`config.mk`:
```
export PLATFORM = sky130hd
export DESIGN_NAME = two_channel_demux
export DESIGN_NICKNAME = d
export VERILOG_FILES = /design/src/rtl/two_channel_demux.sv
export SDC_FILE = /design/constraint.sdc
export NUM_CORES = 1
export LEC_CHECK = 0
export ABC_AREA = 1
export BUFFER_PORTS_ARGS = -buffer_cell sky130_fd_sc_hd__buf_4
export CORE_AREA = 2 2 39 41
export CTS_CLUSTER_SIZE = 28
export DETAILED_ROUTE_END_ITERATION = 10
export DIE_AREA = 0 0 41 43
export GPL_TIMING_DRIVEN = 0
export MAX_ROUTING_LAYER = met4
export PLACE_DENSITY = 0.68
export SYNTH_ARGS = -nofsm -noshare
export SYNTH_HDL_FRONTEND = slang
export SYNTH_SLANG_ARGS = --single-unit
```
`constraint.sdc`:
```
create_clock -name clock_input -period 1.4 [get_ports clock_input]
set_input_delay 0.42 -clock clock_input [delete_from_list [all_inputs] [get_ports clock_input]]
set_output_delay 0.42 -clock clock_input [all_outputs]
set_load 0.02 [all_outputs]
```
`src/rtl/two_channel_demux.sv`:
```
// Receive-side demux for the time-shared two-channel link: routes each valid sample to one of
// two registered channels. Optional per-channel sample counters are enabled by TWO_CHANNEL_DEMUX_COUNT_EN.
module two_channel_demux #(
  parameter int DATA_WIDTH = 1
) (
  input  logic                  clock_input,
  input  logic                  reset_input,
  input  logic [DATA_WIDTH-1:0] demux_in,
  input  logic                  demux_in_valid,
  input  logic                  frame_sync,
  input  logic                  auto_mode,
  input  logic                  selection_input,
  output logic [DATA_WIDTH-1:0] output_channel_1,
  output logic [DATA_WIDTH-1:0] output_channel_2,
  output logic                  output_valid_1,
  output logic                  output_valid_2,
  output logic                  locked,
  output logic                  frame_error,
  output logic [7:0]            sample_count_1,
  output logic [7:0]            sample_count_2
);

  typedef enum logic [1:0] {
    WAIT_SYNC = 2'd0,
    SLOT_1    = 2'd1,
    SLOT_2    = 2'd2
  } seq_state_e;

  seq_state_e            state_q, state_d, cur_state;
  logic                  auto_q;
  logic [DATA_WIDTH-1:0] ch1_q, ch2_q;
  logic                  valid1_q, valid2_q, locked_q, err_q;
  logic                  route1_d, route2_d, err_d;

  // Any auto_mode edge, or manual mode itself, makes the sequencer start from WAIT_SYNC.
  assign cur_state = (auto_mode && auto_q) ? state_q : WAIT_SYNC;

  // NOTE: every always_comb output gets a default first so no path can infer a latch.
  always_comb begin
    state_d  = cur_state;
    route1_d = 1'b0;
    route2_d = 1'b0;
    err_d    = 1'b0;
    if (!auto_mode) begin
      state_d  = WAIT_SYNC;
      route1_d = demux_in_valid &&  selection_input;
      route2_d = demux_in_valid && !selection_input;
    end else if (demux_in_valid) begin
      unique case (cur_state)
        WAIT_SYNC: if (frame_sync) begin
          route1_d = 1'b1;
          state_d  = SLOT_2;
        end
        SLOT_2: if (frame_sync) begin
          // Sync in the channel-2 slot: report it and realign on this sample.
          err_d    = 1'b1;
          route1_d = 1'b1;
        end else begin
          route2_d = 1'b1;
          state_d  = SLOT_1;
        end
        SLOT_1: begin
          route1_d = 1'b1;
          state_d  = SLOT_2;
        end
        default: state_d = WAIT_SYNC;
      endcase
    end
  end

  // NOTE: sequential state uses non-blocking assignments only, so every register samples pre-edge values.
  always_ff @(posedge clock_input) begin
    if (reset_input) begin
      state_q  <= WAIT_SYNC;
      auto_q   <= 1'b0;
      ch1_q    <= '0;
      ch2_q    <= '0;
      valid1_q <= 1'b0;
      valid2_q <= 1'b0;
      locked_q <= 1'b0;
      err_q    <= 1'b0;
    end else begin
      state_q  <= state_d;
      auto_q   <= auto_mode;
      valid1_q <= route1_d;
      valid2_q <= route2_d;
      locked_q <= (state_d != WAIT_SYNC);
      err_q    <= err_d;
      if (route1_d) ch1_q <= demux_in;
      if (route2_d) ch2_q <= demux_in;
    end
  end

  assign output_channel_1 = ch1_q;
  assign output_channel_2 = ch2_q;
  assign output_valid_1   = valid1_q;
  assign output_valid_2   = valid2_q;
  assign locked           = locked_q;
  assign frame_error      = err_q;

`ifdef TWO_CHANNEL_DEMUX_COUNT_EN
  logic [7:0] cnt1_q, cnt2_q;

  // Counters advance with the strobe they count, so both become visible in the same cycle.
  always_ff @(posedge clock_input) begin
    if (reset_input) begin
      cnt1_q <= 8'd0;
      cnt2_q <= 8'd0;
    end else begin
      if (route1_d && (cnt1_q != 8'hFF)) cnt1_q <= cnt1_q + 8'd1;
      if (route2_d && (cnt2_q != 8'hFF)) cnt2_q <= cnt2_q + 8'd1;
    end
  end

  assign sample_count_1 = cnt1_q;
  assign sample_count_2 = cnt2_q;
`else
  assign sample_count_1 = 8'd0;
  assign sample_count_2 = 8'd0;
`endif

endmodule
```
==> key figures <==
Outcome
  • Status: complete, no violations

Worst setup path
  • CP cell instances: buf_4
  • Reg2Reg Setup Slack: 0.40 ns
  • Crit path launch type: register
  • Req. time, crit path: 0.98 ns
  • Setup CP Type: reg -> out
  • Worst Path Buf+Inv: 1
  • CP max stage cell: dfxtp_1
  • Critical path's top delay family: flip-flops
  • FF-to-FF End: output_channel_1
  • Worst Path Arrival: 0.72 ns
  • Crit path largest cell delay: 0.33 ns
  • R2r worst-path depth: 5
  • Worst-path fanout max: 2
  • Setup crit start: output_channel_2
  • Critical Path End Type: output port
  • Reg-to-Reg Start: auto_q

Die
  • IO Pins: 29
  • Full die area: 1760 um2
  • Die H: 43 um
  • Core Box Area: 1380 um2
  • Rows: 14
  • Die W: 41 um
  • Initial Util: 0.357

CTS
  • Post-CTS Hold Buffers: 0
  • Setup bufs post-CTS: 0
  • Num CTS Buffers: 3
  • Htree depth: 1
  • Clock sink count: 9
  • Resized cells post-CTS: 0
  • Reg clk slew, reported paths: 0.06 ns
  • CTS tree: yes
  • Max clock buf depth: 2
  • Clock Latency Late Sink: 0.26 ns
  • Clk root buf: clkbuf_4

Routing
  • Antenna-violating nets left: 0
  • WL per Instance: 7.45 um
  • DRT iter0 DRCs: 5
  • DRT Wirelength: 834 um
  • DRC Markers: 0
  • Avg Vias per Cell: 3.88
  • Pre-Repair DR Iteration Count: 4
  • DR vias: 435

Yosys
  • Post-synth EDFFs: 0
  • Compound-Gate Fraction of Synth Area: 0.0835
  • Post-synth top area cell: dfxtp_1
  • Post-synth top flop: dfxtp_1
  • Xor-xnor portion of the synthesized cell area: 0
  • Most instantiated library cell after synthesis: buf_4
  • Synth Area in Adders: 0
  • Synthesized area: 494 um2
  • Mux cell area share after synthesis: 0
  • Ys Warns: 0
  • Largest family of logic cells by synthesized area: buffers and inverters
  • Synthesis-stage register bit count: 9
  • Simple-gate share of the synthesized area: 0.230
  • Commonest cells in the netlist: buf_4 (16), dfxtp_1 (9), nand2_1 (8), inv_1 (7), nor2_1 (7)
  • Post-Synthesis Cells: 66
  • Synth async-reset ratio: 0
  • Sequential share of the synthesized area: 0.365
  • Post-synth top area share: 0.365
  • Netlist cell types: 17
  • Synth area leaders: dfxtp_1 (36%), buf_4 (24%), nand3_1 (6.1%)
  • Avg Cell Area, Syn: 7.49 um2

Min path
  • Hold_sp: reset_input
  • Hold WC Path Type: in -> reg
  • Hold path endpoint: output_channel_2
  • Hold Path Cell Cnt: 2

Finish
  • Diode count: 0
  • Layout cell share with drive strength beyond 1: 0.385
  • Fillers: 157
  • P&R area growth vs syn: 37.5%
  • Final Cell Area: 679 um2
  • Sequential cell area: 180 um2
  • Multi-input gate area: 215 um2
  • Fin nets: 104

Global route
  • Initial antenna violation count: 0
  • GRT Overall Usage: 0.131
  • Vias in the first global route: 408
  • Grt ovf: 0
  • First-pass GRT wire length: 1500 um
  • Pin count of the biggest net entering global routing: 9

STA
  • Max-slew violations: 0
  • Fin. Hold Viols: 0
  • Setup violations, final: 0
  • Final worst slack: 0.260 ns
  • Total negative slack: 0 ns
  • FMAX: 877 MHz
  • Final min period: 1.14 ns
  • Final Cycle Share: 0.814
  • Skew final: 0.00330 ns
  • RSZ-0062 raised after global routing: false

Placement
  • Setup WS pre-CTS: 0.224 ns
  • Placed wire-length estimate: 678 um
  • RD Place Congestion: 0.780
  • Port bufs: 11
  • Placed cell area: 653 um2

Pwr
  • Total power: 605 uW
  • Leakage: 0.380 nW
  • Worst vdd ir: 0.000618 V
  • Power per Cell Area: 891 nW/um2

Job
  • Max_cap viols: 0
==> through the flow <==
| step | hold slack, ns | util | instances |
|---|---|---|---|
| 4_1_cts | 0.425 | 0.491 | 112 |
| 6_report | 0.428 | 0.491 | 112 |
| 3_3_place_gp | 0.481 | 0.472 | 108 |
| 2_1_floorplan | 0.518 | - | 81 |
| 5_1_grt | 0.433 | 0.491 | 112 |
| 3_5_place_dp | 0.477 | 0.472 | 108 |
==> cells by family (layout without fill, tap and decap cells) <==
kind of cell	Yosys count	count (layout)
buffers and inverters	25	40
and+or+nand+nor	25	25
AOI/OAI and AO/OA	6	6
other	1	16
DFF	9	9
==> worst max path at each step <==
stage | cells after the start | to | slack (ns)
floorplan | 5 | output_channel_1 | 0.42
global placement | 7 | locked | 0.23
detailed placement | 7 | output_channel_1 | 0.22
CTS | 1 | output_channel_2 | 0.24
global route | 1 | output_channel_2 | 0.21
finish | 1 | output_channel_2 | 0.26
==> sequential cells by signal, summed over array words and instances, names as in the netlist <==
signal,count
auto_q,1
output_valid_2,1
state_q,2
output_channel_1,1
output_valid_1,1
locked,1
frame_error,1
output_channel_2,1
==> placed cells by master (no fill, tap or decap) <==
cell | netlist | routed
o21ai_0 | 1 | 1
conb_1 | 1 | 16
buf_4 | 16 | 27
o21ai_2 | 2 | 2
inv_2 | 1 | 1
buf_2 | 1 | 1
a21oi_2 | 1 | 1
nor2_2 | 1 | 1
clkbuf_1 | 0 | 1
dfxtp_1 | 9 | 9
nand2_1 | 8 | 8
clkbuf_4 | 0 | 3
nand3_2 | 1 | 1
nor2_1 | 7 | 7
a21oi_1 | 2 | 2
nand4_1 | 1 | 1
inv_1 | 7 | 7
nor3_1 | 1 | 1
nand3_1 | 6 | 6
==> layout make-up <==
type	instances	share of cell area
Sequential cell	9	0.265
Buffer	17	0.184
Clock buffer	4	0.0387
Multi-Input combinational cell	47	0.317
Inverter	8	0.0442
Timing Repair Buffer	11	0.122
Tap cell	16	0.0295
==> power breakdown <==
group          switching [mW]  total (mW)  internal (mW)
Sequential            0.00366       0.269          0.265
Combinational          0.0811       0.139         0.0580
Clock                  0.0874       0.197          0.110
==> per-layer routing <==
| metal | share of wire | up-vias | GRT usage |
|---|---|---|---|
| li1 | - | 232 | - |
| met1 | 0.38 | 177 | 0.130 |
| met2 | 0.51 | 22 | 0.206 |
| met3 | 0.070 | 4 | 0.0157 |
| met4 | 0.037 | 0 | 0.120 |
| met5 | 0 | - | - |
No activity file was read; power rests on OpenSTA's default activity.
